`config.mk`:
```
export PLATFORM = sky130hd
export DESIGN_NAME = alu_share_ctrl
export DESIGN_NICKNAME = d
export VERILOG_FILES = /design/src/rtl/alu_share_ctrl_pkg.sv /design/src/rtl/alu_share_ctrl_rr_arb2.sv /design/src/rtl/alu_share_ctrl.sv
export SDC_FILE = /design/constraint.sdc
export NUM_CORES = 1
export LEC_CHECK = 0
export CAP_MARGIN = 15
export CORE_AREA = 2 2 236 238
export CTS_BUF_LIST = sky130_fd_sc_hd__clkbuf_4 sky130_fd_sc_hd__clkbuf_8
export CTS_CLUSTER_DIAMETER = 200
export DETAILED_ROUTE_END_ITERATION = 16
export DIE_AREA = 0 0 238 240
export HOLD_SLACK_MARGIN = 0.12
export PLACE_DENSITY_LB_ADDON = 0.15
export SYNTH_ARGS = -nofsm -noshare
export SYNTH_HDL_FRONTEND = slang
export SYNTH_SLANG_ARGS = --single-unit
```
`constraint.sdc`:
```
create_clock -name clk -period 3.47 [get_ports clk]
set_input_delay 0.347 -clock clk [delete_from_list [all_inputs] [get_ports clk]]
set_output_delay 0.347 -clock clk [all_outputs]
set_load 0.05 [all_outputs]
```
`src/rtl/alu_share_ctrl_pkg.sv`:
```
// Shared definitions for the ALU-sharing controller: control codes, FSM state, op classifiers.
package alu_pkg;

  localparam logic [3:0] ALU_AND  = 4'b0000;
  localparam logic [3:0] ALU_OR   = 4'b0001;
  localparam logic [3:0] ALU_ADD  = 4'b0010;
  localparam logic [3:0] ALU_SLL  = 4'b0011;
  localparam logic [3:0] ALU_SLT  = 4'b0100;
  localparam logic [3:0] ALU_SLTU = 4'b0101;
  localparam logic [3:0] ALU_SUB  = 4'b0110;
  localparam logic [3:0] ALU_XOR  = 4'b0111;
  localparam logic [3:0] ALU_SRL  = 4'b1000;
  localparam logic [3:0] ALU_SRA  = 4'b1010;

  // Code driven onto the shared ALU whenever no legal request owns it
  localparam logic [3:0] ALU_CTRL_IDLE = ALU_ADD;

  typedef enum logic {
    ST_IDLE = 1'b0,
    ST_RESP = 1'b1
  } state_t;

  function automatic logic is_legal_op(input logic [3:0] op);
    case (op)
      ALU_AND, ALU_OR, ALU_ADD, ALU_SUB, ALU_SLL,
      ALU_SLT, ALU_SLTU, ALU_XOR, ALU_SRL, ALU_SRA: is_legal_op = 1'b1;
      default:                                      is_legal_op = 1'b0;
    endcase
  endfunction

  function automatic logic is_shift_op(input logic [3:0] op);
    is_shift_op = (op == ALU_SLL) || (op == ALU_SRL) || (op == ALU_SRA);
  endfunction

endpackage

```
`src/rtl/alu_share_ctrl_rr_arb2.sv`:
```
// Two-way round-robin arbiter: ptr selects the winner only when both requesters are valid.
module rr_arb2 (
  input  logic valid0,
  input  logic valid1,
  input  logic ptr,
  input  logic adv,
  output logic gnt,
  output logic gnt_vld,
  output logic ptr_nxt
);

  always_comb begin
    gnt_vld = valid0 | valid1;
    gnt     = (valid0 && valid1) ? ptr : valid1;
    // Priority flips to the loser only when a grant is actually taken
    ptr_nxt = (adv && gnt_vld) ? ~gnt : ptr;
  end

endmodule

```
`src/rtl/alu_share_ctrl.sv`:
```
// Time-shares one combinational ALU between two requesters with a single response slot.
// Optional ALU_SHARE_BYPASS_EN: a draining slot accepts a new request on the same edge.
module alu_share_ctrl
  import alu_pkg::*;
#(
  parameter int XLEN    = 64,
  parameter int SHAMT_W = 6
) (
  input  logic            clk,
  input  logic            rst_n,
  input  logic            req0_valid,
  output logic            req0_ready,
  input  logic [3:0]      req0_op,
  input  logic [XLEN-1:0] req0_a,
  input  logic [XLEN-1:0] req0_b,
  input  logic            req1_valid,
  output logic            req1_ready,
  input  logic [3:0]      req1_op,
  input  logic [XLEN-1:0] req1_a,
  input  logic [XLEN-1:0] req1_b,
  output logic            rsp0_valid,
  input  logic            rsp0_ready,
  output logic [XLEN-1:0] rsp0_y,
  output logic            rsp0_zero,
  output logic            rsp0_err,
  output logic            rsp1_valid,
  input  logic            rsp1_ready,
  output logic [XLEN-1:0] rsp1_y,
  output logic            rsp1_zero,
  output logic            rsp1_err,
  output logic [3:0]      alu_ctrl,
  output logic [XLEN-1:0] alu_a,
  output logic [XLEN-1:0] alu_b,
  input  logic [XLEN-1:0] alu_y,
  input  logic            alu_zero
);

  state_t          state, state_nxt;
  logic            ptr, ptr_nxt;
  logic            gnt, gnt_vld;
  logic            slot_open, accept, rsp_take;
  logic [3:0]      sel_op;
  logic [XLEN-1:0] sel_a, sel_b;
  logic            sel_legal;

  logic [XLEN-1:0] y_p1;
  logic            zero_p1, err_p1, owner_p1;

  assign rsp_take = (state == ST_RESP) && (owner_p1 ? rsp1_ready : rsp0_ready);

`ifdef ALU_SHARE_BYPASS_EN
  assign slot_open = (state == ST_IDLE) || rsp_take;
`else
  assign slot_open = (state == ST_IDLE);
`endif

  rr_arb2 u_arb (
    .valid0  (req0_valid),
    .valid1  (req1_valid),
    .ptr     (ptr),
    .adv     (slot_open),
    .gnt     (gnt),
    .gnt_vld (gnt_vld),
    .ptr_nxt (ptr_nxt)
  );

  assign accept     = slot_open && gnt_vld;
  assign req0_ready = accept && !gnt;
  assign req1_ready = accept && gnt;

  assign sel_op    = gnt ? req1_op : req0_op;
  assign sel_a     = gnt ? req1_a  : req0_a;
  assign sel_b     = gnt ? req1_b  : req0_b;
  assign sel_legal = is_legal_op(sel_op);

  // Stage p0: drive the shared ALU only for a legal accepted op
  always_comb begin
    alu_ctrl = ALU_CTRL_IDLE;
    alu_a    = '0;
    alu_b    = '0;
    if (accept && sel_legal) begin
      alu_ctrl = sel_op;
      alu_a    = sel_a;
      alu_b    = is_shift_op(sel_op) ? XLEN'(sel_b[SHAMT_W-1:0]) : sel_b;
    end
  end

  always_comb begin
    state_nxt = state;
    case (state)
      ST_IDLE: if (accept) state_nxt = ST_RESP;
      ST_RESP: if (rsp_take) state_nxt = accept ? ST_RESP : ST_IDLE;
      default: state_nxt = ST_IDLE;
    endcase
  end

  // Stage p1: response slot captured at the accept edge
  always_ff @(posedge clk or negedge rst_n) begin
    if (!rst_n) begin
      state    <= ST_IDLE;
      ptr      <= 1'b0;
      y_p1     <= '0;
      zero_p1  <= 1'b0;
      err_p1   <= 1'b0;
      owner_p1 <= 1'b0;
    end else begin
      state <= state_nxt;
      ptr   <= ptr_nxt;
      if (accept) begin
        y_p1     <= sel_legal ? alu_y : '0;
        zero_p1  <= sel_legal && alu_zero;
        err_p1   <= !sel_legal;
        owner_p1 <= gnt;
      end
    end
  end

  assign rsp0_valid = (state == ST_RESP) && !owner_p1;
  assign rsp1_valid = (state == ST_RESP) && owner_p1;
  assign rsp0_y     = rsp0_valid ? y_p1 : '0;
  assign rsp0_zero  = rsp0_valid && zero_p1;
  assign rsp0_err   = rsp0_valid && err_p1;
  assign rsp1_y     = rsp1_valid ? y_p1 : '0;
  assign rsp1_zero  = rsp1_valid && zero_p1;
  assign rsp1_err   = rsp1_valid && err_p1;

endmodule

```
# After elaboration in Yosys (flattened, before gate mapping)
# Memory sizes are Yosys's and may differ from the RTL's.
# Cells that the tools add are included.
# totals
memories	1
word_cells	46
input_bits	335
out_inout_bits	268
register_bits	69
rom_bits	16
# classes
n_mux	15
reduce_logical	18
bitwise_logic	3
eq_ne	3
# memory_table
name	words	width	rd	rd_ports_with_merged_regs	wr	line	rtl
(no name shown)	16	1	1	0	0	alu_share_ctrl_pkg.sv:24	case (op)
# op_table
cell	count
$mux 64	8
$logic_and 1x1->1	13
$eq 4x4->1 const B	2
$mux 4	2
$eq 4x2->1 const B	1
$mux 1	4
$logic_not 1->1	3
$logic_or 1x1->1	2
$not 1->1	2
$pmux 1 s2	1
$or 1x1->1	1

# Longest topological paths before layout
# logic_depth
word_depth	8
depth_mapped	6
ltp_nobuf	3

# By module
# Synthesis repeated with hierarchy kept, for this count alone.
# hier_totals
cells_unflattened	834
area_unflattened_um2	6069.6
# by_module_without_submodules
module	n_inst	area_each_um2	cells_each	seq_area_each_um2
alu_share_ctrl	1	6040.8	829	1726.7
rr_arb2	1	28.8	5	0.0

# Least setup slack after synthesis
# Ideal clock, no wire load.
# synth_path
path_kind	flip-flop to output port
start	reg ptr
end	out alu_a[0]
stages_incl_launch_ff	7
n_path_buf	3
arrival_time_ns	1.861
path_slack_ns	1.262
required_ns	3.123
path_cell_list	dfrtp_1 > nor2b_2 > buf_6 > buf_2 > buf_2 > o211ai_1 > a21oi_1
# synth_via
elab_chain_cells	5
word_cells_on_any_way	6
classes_between	mux (4); reduce/logical (1); memory (1)
# synth_lines
item	line	rtl
start: declaration	alu_share_ctrl.sv:39	logic ptr, ptr_nxt;
start signal: assignment	alu_share_ctrl.sv:108	ptr <= ptr_nxt;
$mux 1 (*)	alu_share_ctrl_rr_arb2.sv:14	gnt = (valid0 && valid1) ? ptr : valid1;
$mux 4	alu_share_ctrl.sv:71	assign sel_op = gnt ? req1_op : req0_op;
$mem_v2 16x1	n/a	
$logic_and 1x1->1	alu_share_ctrl.sv:81	if (accept && sel_legal) begin
$mux 64 (*)	alu_share_ctrl.sv:81	
end: declaration	alu_share_ctrl.sv:32	output logic [XLEN-1:0] alu_a,
# Mark *: on every way between the ends. The rest lies on a longest branch, timed or not.

# Final worst setup path
# layout_path
start	in req0_valid
end	out alu_a[23]
# layout_via
elab_chain_cells	6
word_cells_on_any_way	9
classes_between	mux (4); bitwise (1); reduce/logical (3); memory (1)
# layout_lines
item	line	rtl
start: declaration	alu_share_ctrl.sv:11	input logic req0_valid,
$logic_and 1x1->1	alu_share_ctrl_rr_arb2.sv:14	
$mux 1	alu_share_ctrl_rr_arb2.sv:14	
$mux 4	alu_share_ctrl.sv:71	
$mem_v2 16x1	n/a	
$logic_and 1x1->1	alu_share_ctrl.sv:81	
$mux 64 (*)	alu_share_ctrl.sv:81	
# Marks and branches as above.

==> reports/qor.yml <==
outcome:
  outcome: "completed"
routing:
  routed_via_density: 4.63
  drc: 0
  postRouteAntennaNets: 0
  drt_pass1_iterations: 5
  post_drt_wl_per_cell_um: 23.6
  vias: 10200
  wl_um: 51600
  drt_iter0_drc: 562
cells_and_area:
  syn2layout_area_growth_pct: 112
  final_common_cell: "clkdlybuf4s50_1"
  seqCellArea_um2: 1730
  finalNetCount: 1809
  nFillCells: 5843
  multi_input_area_um2: 4960
  final_cell_mix: "clkdlybuf4s50_1, buf_12, nand2_1"
  drive_gt1_share_pct: 18.2
power:
  p_sw_mw: 5.75
  internal-power_mw: 4.34
  power_leakage_nw: 5.58
  ir_worst_vdd_mv: 0.365
  powerDensity_nw_per_um2: 647
  clockPowerShare_pct: 6.8
  seqPwrFrac_pct: 15.8
  p_comb_share_pct: 77.4
  p_sw_share_pct: 57.0
floorplan:
  rows: 86
  dieHeight_um: 240
  fp.coreArea_um2: 54700
  start_util_pct: 13.4
  die_area_um2: 57100
  die_w_um: 238
  io_pins: 603
logic_synthesis:
  yosys_most_used_dff: "dfrtp_1"
  synth.distinct_cells: 32
  synthTopCellsByArea: "dfrtp_1, o211ai_1, nand4_1"
  synthArstFlopShare_pct: 100
  synth_enable_flop_cells: 0
  synth_seq_area_share_pct: 23.5
  postSynthCellCount: 978
  synth_top_area_share_pct: 23.5
  postSynthAreaPerCell_um2: 7.52
  syn_nets: 1313
  yosys.area.top_type: "dfrtp_1"
  synth-seq-cells: 69
  netlist_area_um2: 7350
  yosysWarnings: 0
clock_tree:
  cts_tree: "done"
  root_buffer: "clkbuf_8"
  postCtsSetupBuffers: 0
  cts_made_buffers: 9
  cts_hold_buf: 0
  clkTransAtPathRegs_ns: 0.10
  cts_resized: 0
  clock_latency_ns: 0.38
  clk_path_buf_depth: 2
  clock_sinks: 69
  h-tree-depth: 3
sta:
  setup_viol: 0
  fin_crit_ns: 3.10
  tightest_slew_ns: 0.967
  rsz0062_at_grt: "false"
  timing.final.crit_share_pct: 89.3
  max_slew_margin_pct: 35.5
  max_clock_freq_mhz: 323
  whs_ns: 0.107
  hold_viol: 0
  fin_setup_tns_ns: 0
  skew_ns: 0.0155
  drv_slew: 0
  timing.final.ws_setup_ns: 0.371
placed_design:
  gp_congestion: 0.786
  pre_cts_ws_ns: 0.316
  dp_hpwl_um: 37100
  portBuffers: 602
critical_path:
  ff2ff_setup_slack_ns: 1.07
  cp-endpoint: "alu_a[23]"
  path_buf_inv: 3
  cp_top_family: "buffers and inverters"
  r2r-start: "state$_DFF_PN0_"
  worstPathRequired_ns: 3.12
  slowest_delay_ns: 0.74
  crit_arrival_ns: 2.75
  cp_num_cells: 6
  timing.rr.end: "y_p1[18]$_DFFE_PN0P_"
  path_class: "in2out"
  slowest_stage: "clkdlybuf4s50_1"
  startpoint: "req0_valid"
  crit_top_cell: "buf_12"
  end_kind: "output pin"
  start_kind: "input port"
  crit_path_cell_trace: "clkdlybuf4s50_1, nor2b_4, buf_12, o211ai_1, a21oi_1, buf_12"
  r2r_cells: 5
  worstPathMaxFanout: 133
global_route:
  overflow: 0
  grt_pass1_vias: 10400
  antenna_found_initial: 8
  grt_pass1_wl_um: 73200
  grt_max_degree: 134
  grt_use_total_pct: 17.0
run:
  drv_cap: 0
worst_hold_path:
  min_path_type: "in2async"
through the flow:
| step | utilization, % | power, mW | area [µm²] | cells |
|---|---|---|---|---|
| after floorplan | - | 6.05 | 7350 | 978 |
| after global placement | 28.1 | 9.50 | 15400 | 2167 |
| after detailed placement | 28.1 | 9.51 | 15400 | 2167 |
| after CTS | 28.5 | 10.2 | 15600 | 2183 |
| after global routing | 28.5 | 10.6 | 15600 | 2190 |
| final | 28.5 | 10.1 | 15600 | 2191 |
worst min-delay path by stage:
stage / from / endpoint / slack, ns / depth (start not counted)
finish: rst_n / y_p1[35]$_DFFE_PN0P_ / 0.11 / 1
global route: rst_n / y_p1[35]$_DFFE_PN0P_ / 0.17 / 1
CTS: rst_n / y_p1[2]$_DFFE_PN0P_ / 0.14 / 1
detailed placement: y_p1[21]$_DFFE_PN0P_ / y_p1[21]$_DFFE_PN0P_ / 0.47 / 2
global placement: y_p1[24]$_DFFE_PN0P_ / y_p1[24]$_DFFE_PN0P_ / 0.47 / 2
floorplan: rst_n / err_p1$_DFFE_PN0P_ / 0.05 / 0
synthesized netlist by cell type (3+ instances only):
| master | count |
|---|---|
| dfrtp_1 | 69 |
| nor2_1 | 4 |
| buf_6 | 8 |
| nand4_1 | 129 |
| and2_1 | 66 |
| nand2_1 | 133 |
| a21oi_1 | 73 |
| and3_1 | 66 |
| buf_2 | 41 |
| buf_1 | 5 |
| o31ai_1 | 65 |
| o21ai_0 | 4 |
| buf_4 | 3 |
| inv_1 | 3 |
| clkbuf_1 | 99 |
| o211ai_1 | 130 |
| a211oi_2 | 60 |
kinds of logic after synthesis:
kind of cell	after synthesis	share of synthesized area (%)
compound gates	341	36.5
buf+inv	160	9.84
simple gates	408	30.2
flops	69	23.5
final cells by class:
class | instances | area share (%)
Timing Repair Buffer | 641 | 50.0
Multi-Input combinational cell | 749 | 31.8
Sequential cell | 69 | 11.1
Tap cell | 704 | 5.65
Clock buffer | 10 | 0.883
Clock inverter | 6 | 0.337
Antenna cell | 8 | 0.128
Inverter | 4 | 0.112
registers in the layout (all words and copies together), names as in the netlist:
name,cells
err_p1,1
owner_p1,1
ptr,1
state,1
y_p1,64
zero_p1,1
power groups by stage:
stage	Combinational, mW	Clock (mW)	Sequential (mW)
after detailed placement	7.90	0	1.61
after global routing	8.24	0.747	1.66
after floorplan	4.64	0	1.41
after CTS	7.92	0.713	1.60
final	7.81	0.688	1.59
after global placement	7.90	0	1.60
layer usage:
layer	track usage [%]	vias to the layer above	wire (µm)	part of all wire [%]
li1	-	4733	-	-
met4	3.94	2	675	1.3
met2	29.8	397	26000	50
met1	20.9	4989	21300	41
met3	4.04	33	3680	7.1
met5	0	-	13	0.025
(Power assumes the default switching activity.)
